**src/rtl/msi001_spi_rx.sv**
```systemverilog
// Receive-side monitor for the MSi001 3-wire SPI write path: oversamples the bus,
// assembles MSB-first frames and keeps a 16-entry shadow copy of the tuner registers.
module msi001_spi_rx #(
    parameter int FRAME_BITS  = 24,
    parameter int SYNC_STAGES = 2
) (
    input  logic        clk,
    input  logic        rst,
    input  logic        spi_msi001_data_in,
    input  logic        spi_msi001_clk_in,
    input  logic        spi_msi001_en_in,
    output logic [23:0] rx_word,
    output logic        rx_valid,
    output logic        rx_error,
    output logic [7:0]  err_count,
    input  logic [3:0]  rd_addr,
    output logic [19:0] rd_data
);

    localparam logic [4:0] FRAME_CNT = 5'(FRAME_BITS);

    typedef enum logic [1:0] {S_IDLE, S_SHIFT, S_CHECK} state_t;

    logic [SYNC_STAGES-1:0] r_data_sync;
    logic [SYNC_STAGES-1:0] r_clk_sync;
    logic [SYNC_STAGES-1:0] r_en_sync;
    logic                   r_clk_d;
    logic                   r_en_d;
    state_t                 r_state;
    logic [23:0]            r_shift;
    logic [4:0]             r_bit_cnt;
    logic [19:0]            r_regfile [16];

    logic w_data;
    logic w_clk_rise;
    logic w_en_rise;
    logic w_en_fall;

    // en synchronizer resets low so a frame already in progress at reset release
    // never produces a falling edge; only a fresh en assertion starts capture.
    always_ff @(posedge clk or posedge rst) begin
        if (rst) begin
            r_data_sync <= '0;
            r_clk_sync  <= '0;
            r_en_sync   <= '0;
            r_clk_d     <= 1'b0;
            r_en_d      <= 1'b0;
        end else begin
            r_data_sync <= {r_data_sync[SYNC_STAGES-2:0], spi_msi001_data_in};
            r_clk_sync  <= {r_clk_sync[SYNC_STAGES-2:0], spi_msi001_clk_in};
            r_en_sync   <= {r_en_sync[SYNC_STAGES-2:0], spi_msi001_en_in};
            r_clk_d     <= r_clk_sync[SYNC_STAGES-1];
            r_en_d      <= r_en_sync[SYNC_STAGES-1];
        end
    end

    assign w_data     = r_data_sync[SYNC_STAGES-1];
    assign w_clk_rise = r_clk_sync[SYNC_STAGES-1] & ~r_clk_d;
    assign w_en_rise  = r_en_sync[SYNC_STAGES-1] & ~r_en_d;
    assign w_en_fall  = ~r_en_sync[SYNC_STAGES-1] & r_en_d;

    always_ff @(posedge clk or posedge rst) begin
        if (rst) begin
            r_state   <= S_IDLE;
            r_shift   <= '0;
            r_bit_cnt <= '0;
            rx_word   <= '0;
            rx_valid  <= 1'b0;
            rx_error  <= 1'b0;
            err_count <= '0;
            for (int i = 0; i < 16; i++) begin
                r_regfile[i] <= '0;
            end
        end else begin
            rx_valid <= 1'b0;
            rx_error <= 1'b0;
            case (r_state)
                S_IDLE: begin
                    if (w_en_fall) begin
                        r_shift   <= '0;
                        r_bit_cnt <= '0;
                        r_state   <= S_SHIFT;
                    end
                end
                S_SHIFT: begin
                    // A clock edge coinciding with the closing en edge still counts.
                    if (w_clk_rise) begin
                        r_shift <= {r_shift[22:0], w_data};
                        if (r_bit_cnt != 5'd31) begin
                            r_bit_cnt <= r_bit_cnt + 5'd1;
                        end
                    end
                    if (w_en_rise) begin
                        r_state <= S_CHECK;
                    end
                end
                S_CHECK: begin
                    if (r_bit_cnt == FRAME_CNT) begin
                        rx_word                  <= r_shift;
                        r_regfile[r_shift[3:0]]  <= r_shift[23:4];
                        rx_valid                 <= 1'b1;
                    end else begin
                        rx_error <= 1'b1;
                        if (err_count != 8'hFF) begin
                            err_count <= err_count + 8'd1;
                        end
                    end
                    r_state <= S_IDLE;
                end
                default: r_state <= S_IDLE;
            endcase
        end
    end

    assign rd_data = r_regfile[rd_addr];

endmodule

```
**config.mk**
```make
export PLATFORM = sky130hd
export DESIGN_NAME = msi001_spi_rx
export DESIGN_NICKNAME = d
export VERILOG_FILES = /design/src/rtl/msi001_spi_rx.sv
export SDC_FILE = /design/constraint.sdc
export NUM_CORES = 1
export LEC_CHECK = 0
export BUFFER_PORTS_ARGS = -buffer_cell sky130_fd_sc_hd__buf_2
export CAP_MARGIN = 15
export CORE_MARGIN = 2
export CORE_UTILIZATION = 35
export CTS_CLUSTER_SIZE = 40
export DETAILED_ROUTE_END_ITERATION = 10
export GPL_TIMING_DRIVEN = 0
export PLACE_DENSITY = 0.6
export SKIP_LAST_GASP = 1
export SYNTH_ARGS = -nofsm -noshare
export SYNTH_HDL_FRONTEND = slang
export SYNTH_SLANG_ARGS = --single-unit
```
**constraint.sdc**
```tcl
create_clock -name clk -period 40.3 [get_ports clk]
set_clock_uncertainty 0.1 [all_clocks]
set_input_delay 10.075 -clock clk [delete_from_list [all_inputs] [get_ports clk]]
set_output_delay 10.075 -clock clk [all_outputs]
set_load 0.1 [all_outputs]
```
=== After elaboration in Yosys (flattened, before gate mapping) ===
Index checks and enable logic that the tools add are counted.

* Register bits after elaboration: 393
* Logic and storage cells: 79
* Output and inout bits: 54
* Input bits: 9

* Add/sub/neg operators: 2
* $lt $le $gt $ge: 3
* Mux-type cells: 20
* Eq/ne operators: 9
* Bitwise gates (word level): 9
* Reductions and logical operators: 8

{| class="wikitable"
|+ Operators by type and width
! kind !! count
|-
| 320-bit bitwise mux || 1
|-
| 20-bit binary-select mux with 4-bit select || 1
|-
| 20-bit demux with 4-bit select || 1
|-
| 20-bit 2-to-1 mux || 3
|-
| 24-bit 2-to-1 mux || 2
|-
| 24-bit one-hot mux with 2 select lines || 1
|-
| 5-bit 2-to-1 mux || 3
|-
| 5-bit greater-or-equal comparator (second input constant) || 2
|-
| 4-bit inverter with 5-bit output || 2
|-
| 5-bit one-hot mux with 2 select lines || 1
|-
| 8-bit by 1-bit adder with 8-bit output (second input constant) || 1
|-
| 2-bit != test (second input constant) || 4
|-
| 8-bit != test (second input constant) || 1
|-
| 3-bit AND reduction || 2
|-
| 5-bit by 1-bit adder with 5-bit output (second input constant) || 1
|-
| 5-bit == test (second input constant) || 1
|-
| 5-bit by 1-bit less-than comparator with 1-bit output (second input constant) || 1
|-
| 5-bit != test (second input constant) || 1
|-
| 1-bit 2-to-1 mux || 4
|-
| 2-bit 2-to-1 mux || 2
|-
| 1-bit inverter || 4
|-
| 2-bit one-hot mux with 2 select lines || 1
|-
| 2-bit AND reduction || 2
|-
| 4-bit AND reduction || 1
|-
| other kinds (6) || 8
|}

=== Longest topological paths before layout ===
Gate-level depths: netlist (run 1).

* Depth in word-level cells: 6
* Gate-level depth with buffers: 9
* Gate-level depth less buffers: 7

=== Worst setup path after synthesis (run 1) ===
Ideal clock, no wire load.

* Path type: input to output
* Start point: in rd_addr[0]
* End point: out rd_data[18]
* Slack: 18.016 ns
* Arrival: 12.109 ns
* Stages on the path: 5
* Path buffers: 2
* Required time: 30.125 ns
* Cell sequence: clkbuf_1 > buf_1 > mux4_2 > a22oi_1 > nand2_1

* Longest elaborated chain between the ends: 4

{| class="wikitable"
|+ Ends and longest elaborated chain
! item !! line !! RTL
|-
| start, declared || 16 || <nowiki>input logic [3:0] rd_addr,</nowiki>
|-
| 4-bit inverter with 5-bit output (not written as such) || 115 || <nowiki>assign rd_data = r_regfile[rd_addr];</nowiki>
|-
| 20-bit binary-select mux with 4-bit select || 115 ||
|-
| 20-bit 2-to-1 mux (not written as such) (2 in a row) || 115 ||
|-
| end, declared || 17 || <nowiki>output logic [19:0] rd_data</nowiki>
|}

No other way between the ends. The select of a mux whose other input is x is not followed.

=== Worst setup path after layout (run 1) ===
* Start point: in rd_addr[1]
* End point: out rd_data[18]

The elaborated chain is that of the path after synthesis.

==> results of run 1 <==
metal layers:
metal,wire length (um),GRT usage,part of all wire,vias up
met3,1400,0.02568,0.035,46
met5,0,0,0,-
li1,-,-,-,4547
met2,18770,0.2590,0.48,151
met4,688,0.04111,0.017,0
met1,18630,0.2258,0.47,5335
area by class of cell:
| class | instances | area share |
|---|---|---|
| Clock inverter | 7 | 0.004237 |
| Inverter | 5 | 0.001309 |
| Buffer | 117 | 0.02935 |
| Sequential cell | 393 | 0.4898 |
| Tap cell | 664 | 0.04138 |
| Timing Repair Buffer | 64 | 0.01982 |
| Multi-Input combinational cell | 693 | 0.3505 |
| Clock buffer | 64 | 0.06362 |
report_power, final:
part	switching, mW	leakage [nW]	internal, mW
registers	0.00403	5.46	0.399
clock network	0.151	0.673	0.230
logic	0.0389	3.52	0.0115
through the flow:
step	hold WS, ns	setup WS (ns)	util	std cells	instance area (um2)
after floorplan	0.2312	18.02	-	1208	17480
final	0.2477	17.26	0.4085	2007	20080
after global routing	0.2565	17.07	0.4085	2007	20080
after CTS	0.2511	17.17	0.4085	2007	20080
after detailed placement	0.2381	17.19	0.3808	1936	18720
after global placement	0.2361	14.91	0.3786	1932	18610
flip-flops by register name (all words and copies together), names as in the netlist:
name,flops
r_regfile,320
r_shift,24
rx_word,24
err_count,8
r_bit_cnt,5
r_clk_sync,2
r_data_sync,2
r_en_sync,2
r_state,2
r_clk_d,1
r_en_d,1
rx_error,1
rx_valid,1
synth_stat cells, drive strengths merged:
master  instances
a22o            2
nand3           5
nor3           11
nor4            6
a22oi          40
nor2            6
nand2b          9
nor2b           5
or3b            2
clkinv          1
o21ai          30
nand4           2
or2             1
buf            68
and2            2
nand3b          2
o31ai           1
a21o            1
nor4b           1
nor3b           1
nand4b          1
xor2            3
or3             1
dfrtp         393
clkbuf         49
inv             4
a21oi           2
o211ai          1
nand2         145
ha              4
mux4           80
xnor2           1
mux2          323
a311oi          1
and3            4
logic make-up after synthesis:
logic type,after synthesis,synth area share
multiplexers,403,0.3111
flip-flops,393,0.5626
XOR/XNOR,4,0.002005
AND/OR/NAND/NOR,204,0.05748
buffers and inverters,122,0.03479
AO/OA/AOI/OAI,78,0.02913
adder cells (fa/ha/maj),4,0.002863
worst register-to-register path: cells and delay by family, from the launching register on:
family	cells	cell delay (ns)
buffers and inverters	3	0.70
adders and majority gates	1	0.19
and+or+nand+nor	3	1.24
DFF	1	0.40
muxes	1	0.38
path summary, 6_finish.rpt:
path | from | end
worst max-delay path | rd_addr[1] | rd_data[18]
worst max register to register | r_bit_cnt[0] | r_regfile[73]
min in group asynchronous | rst | rx_word[15]
max in group asynchronous | rst | r_regfile[305]
worst min-delay path | r_en_sync[0] | r_en_sync[1]
worst min register to register | r_en_sync[0] | r_en_sync[1]
==> results_dict.tcl, run 1 <==
set metrics [dict create \
    start_util 0.3556 \
    cts.clk_slew.worst_paths_ns 0.06 \
    drt_wl_total_um 39490 \
    end_kind "primary output" \
    rsz0062_at_grt "no" \
    route.detailed.drc 0 \
    drtIter0Drc 531 \
    cts-resized-gates 0 \
    fin_crit_sh 0.5717 \
    syn_inst 1208 \
    report.power.total_mw 0.8344 \
    cts_tree "built" \
    register_area_um2 9834 \
    core_area_um2 49150 \
    num-fill-cells 4565 \
    syn-cell-area_um2 17480 \
    synth_top_area_cell "dfrtp_1" \
    ir_drop_mv 0.03055 \
    num_antenna_cells 0 \
    synth.avg_cell_area_um2 14.47 \
    cp-start-kind "input port" \
    row_count 81 \
    grt_max_degree 128 \
    crit_cells 7 \
    portBuffers 60 \
    fin_nets 1329 \
    cts_buffer_depth 3 \
    antenna_found_initial 0 \
    relSlewSlack 0.3833 \
    routedWlPerCell_um 19.68 \
    crit_required_ns 30.13 \
    crit_fanout 10 \
    cts_setup_buffers 0 \
    layout-drive-gt1-share 0.4229 \
    yosys_warnings 0 \
    ctsRootBufferMaster "clkbuf_16" \
    hold_buffers 0 \
    max_cap_viol_count 0 \
    drv_slew 0 \
    synth_top_area_share 0.5626 \
    synth_fp_nets 1221 \
    worstMarginPinSlew_ns 0.9250 \
    timing.final.hold_violations 0 \
    overflow 0 \
    path_class "in2out" \
    finalCriticalPeriod_ns 23.04 \
    reg2reg_slack_ns 37.18 \
    firstDrtPassIters 5 \
    multiInputGateArea_um2 7038 \
    ys_seq_elements 393 \
    fin_tns_setup_ns 0 \
    layout_commonest_cell "dfrtp_1" \
    die_x_um 227.5 \
    grt_pass1_wl_um 64310 \
    synth.distinct_cells 42 \
    fmax_mhz 43.40 \
    clock_latency_ns 0.54 \
    min_path_type "reg2reg" \
    status "finished clean" \
    dieArea_um2 51750 \
    routabilityCongestion 0.7494 \
    clock-sinks 393 \
    track_usage 0.1603 \
    crit_path_top_delay_cell "buf_1" \
    reg2reg_depth 8 \
    vias 10080 \
    finalSetupViolations 0 \
    cts_htree_levels 2 \
    synthTopCellsByArea "dfrtp_1 56%, mux2_2 20%, mux4_2 10%, nand2_1 3.1%, a22oi_1 1.7%" \
    hold_depth 0 \
    path_delay_family "buffers and inverters" \
    critPathBufInv 4 \
    power.density_nw_per_um2 41.56 \
    seq_area_frac_synth 0.5626 \
    cp.arrival_ns 12.86 \
    mostFrequentLayoutCells "393 x dfrtp_1, 307 x mux2_2, 145 x nand2_1" \
    slowest_delay_ns 0.69 \
    ios 63 \
    cp_cell_sequence "buf_2 -> buf_1 -> buf_1 -> mux4_2 -> a22oi_1 -> nand2_1 -> buf_2" \
    numCtsBuffers 42 \
    post-dp-hpwl_um 27560 \
    fp.dieH_um 227.5 \
    leakage_nw 9.654 \
    syn2layout_area_growth_pct 14.87 \
    ant_nets 0 \
    via_per_inst 5.022 \
    grt_pass1_vias 10890 \
]
Power figures use the tool's default switching activity.
==> run 2, diff against run 1 <==
--- a/config.mk
+++ b/config.mk
@@ -12,7 +12,7 @@
 export CTS_CLUSTER_SIZE = 40
 export DETAILED_ROUTE_END_ITERATION = 10
 export GPL_TIMING_DRIVEN = 0
-export PLACE_DENSITY = 0.6
+export PLACE_DENSITY = 0.62
 export SKIP_LAST_GASP = 1
 export SYNTH_ARGS = -nofsm -noshare
 export SYNTH_HDL_FRONTEND = slang
==> constraint.sdc (replaced) <==
create_clock -name clk -period 18.5 [get_ports clk]
set_clock_uncertainty 0.1 [all_clocks]
set_input_delay 4.625 -clock clk [delete_from_list [all_inputs] [get_ports clk]]
set_output_delay 4.625 -clock clk [all_outputs]
set_load 0.1 [all_outputs]
==> results_dict.tcl, run 2 (synthesized netlist as in run 1, its figures left out) <==
set metrics [dict create \
    status "finished clean" \
    relSlewSlack 0.3655 \
    via_per_inst 4.999 \
    row_count 81 \
    core_area_um2 49150 \
    clock-sinks 393 \
    finalSetupViolations 0 \
    crit_fanout 10 \
    die_x_um 227.5 \
    layout-drive-gt1-share 0.4270 \
    mostFrequentLayoutCells "393 x dfrtp_1, 307 x mux2_2, 145 x nand2_1" \
    drt_wl_total_um 38310 \
    fin_tns_setup_ns 0 \
    multiInputGateArea_um2 7038 \
    cts_htree_levels 2 \
    antenna_found_initial 0 \
    path_class "in2out" \
    drv_slew 0 \
    ctsRootBufferMaster "clkbuf_16" \
    route.detailed.drc 0 \
    worstMarginPinSlew_ns 0.9518 \
    wl_met2_um 17910 \
    holdWs_ns 0.2490 \
    ant_nets 0 \
    post-dp-hpwl_um 27200 \
    firstDrtPassIters 4 \
    start_util 0.3556 \
    num-fill-cells 4497 \
    dp_slack_ns 6.331 \
    register_area_um2 9834 \
    syn2layout_area_growth_pct 14.49 \
    regMostFlops "r_regfile" \
    grt_pass1_vias 10600 \
    min_path_type "reg2reg" \
    numCtsBuffers 40 \
    fin_cells 2006 \
    dieArea_um2 51750 \
    routedWlPerCell_um 19.10 \
    highest_layer "met4" \
    r2r_start "r_bit_cnt[0]" \
    crit_required_ns 13.78 \
    cts.clk_slew.worst_paths_ns 0.06 \
    hold_buffers 0 \
    cp-startpoint "rd_addr[1]" \
    layout_commonest_cell "dfrtp_1" \
    grt_max_degree 126 \
    cts_buffer_depth 3 \
    timing.final.hold_violations 0 \
    cp.arrival_ns 7.38 \
    fin_crit_sh 0.6545 \
    cts_tree "built" \
    dr_wl_met3_um 1584 \
    min-delay-start "r_data_sync[0]" \
    overflow 0 \
    report.power.total_mw 1.781 \
    power.density_nw_per_um2 88.99 \
    rsz0062_at_grt "no" \
    wl_met1_um 18190 \
    cp-start-kind "input port" \
    largest_reg_flops 320 \
    fp.dieH_um 227.5 \
    clock_latency_ns 0.53 \
    track_usage 0.1544 \
    num_antenna_cells 0 \
    place_inst 1936 \
    grt_pass1_wl_um 62110 \
    drtIter0Drc 502 \
    ir_drop_mv 0.1138 \
    max_cap_viol_count 0 \
    fin_ws_ns 6.391 \
    finalCriticalPeriod_ns 12.11 \
    end_kind "primary output" \
    routabilityCongestion 0.7732 \
    portBuffers 60 \
    fmax_mhz 82.58 \
    cts_setup_buffers 0 \
    leakage_nw 9.622 \
    cts-resized-gates 0 \
    fin_nets 1327 \
    top_regs "r_regfile (320), r_shift (24), rx_word (24)" \
    ios 63 \
    vias 10030 \
]
## run 2: routing by layer
layer | GRT usage | up-vias
met5 | 0 | -
met1 | 0.2200 | 5284
met3 | 0.02607 | 44
met2 | 0.2478 | 157
li1 | - | 4542
met4 | 0.03479 | 0
## run 2: metrics by stage
step | area, um2 | utilization
3_5_place_dp | 18720 | 0.3808
3_3_place_gp | 18610 | 0.3786
4_1_cts | 20010 | 0.4072
6_report | 20010 | 0.4072
5_1_grt | 20010 | 0.4072
2_1_floorplan | 17480 | -
## run 2: path summary, 6_finish.rpt
| check | cells past startpoint | slack [ns] | to |
|---|---|---|---|
| max | 7 | 6.39 | rd_data[18] |
| max in group asynchronous | 4 | 12.87 | r_regfile[43] |
| min | 0 | 0.25 | r_data_sync[1] |
| min reg2reg | 0 | 0.25 | r_data_sync[1] |
| min in group asynchronous | 2 | 4.01 | rx_word[20] |
| max reg2reg | 8 | 15.43 | r_regfile[73] |
## run 2: area by class of cell
type,instances,area share
Clock buffer,54,0.05771
Tap cell,664,0.04151
Buffer,117,0.02945
Timing Repair Buffer,64,0.01988
Sequential cell,393,0.4914
Multi-Input combinational cell,693,0.3517
Inverter,5,0.001313
Clock inverter,16,0.007065
## run 2: critical path, stage by stage
cell and delay, ns:
buf_2 0.25, buf_1 0.71, buf_1 0.62, mux4_2 0.46, a22oi_1 0.24, nand2_1 0.14
buf_2 0.32
## run 2: power breakdown
group | total, mW | internal, mW | switching [mW] | leakage (nW)
clock | 0.795 | 0.466 | 0.330 | 0.641
sequential | 0.876 | 0.868 | 0.00845 | 5.46
combinational | 0.109 | 0.0250 | 0.0843 | 3.52
total | 1.78 | 1.36 | 0.422 | 9.62
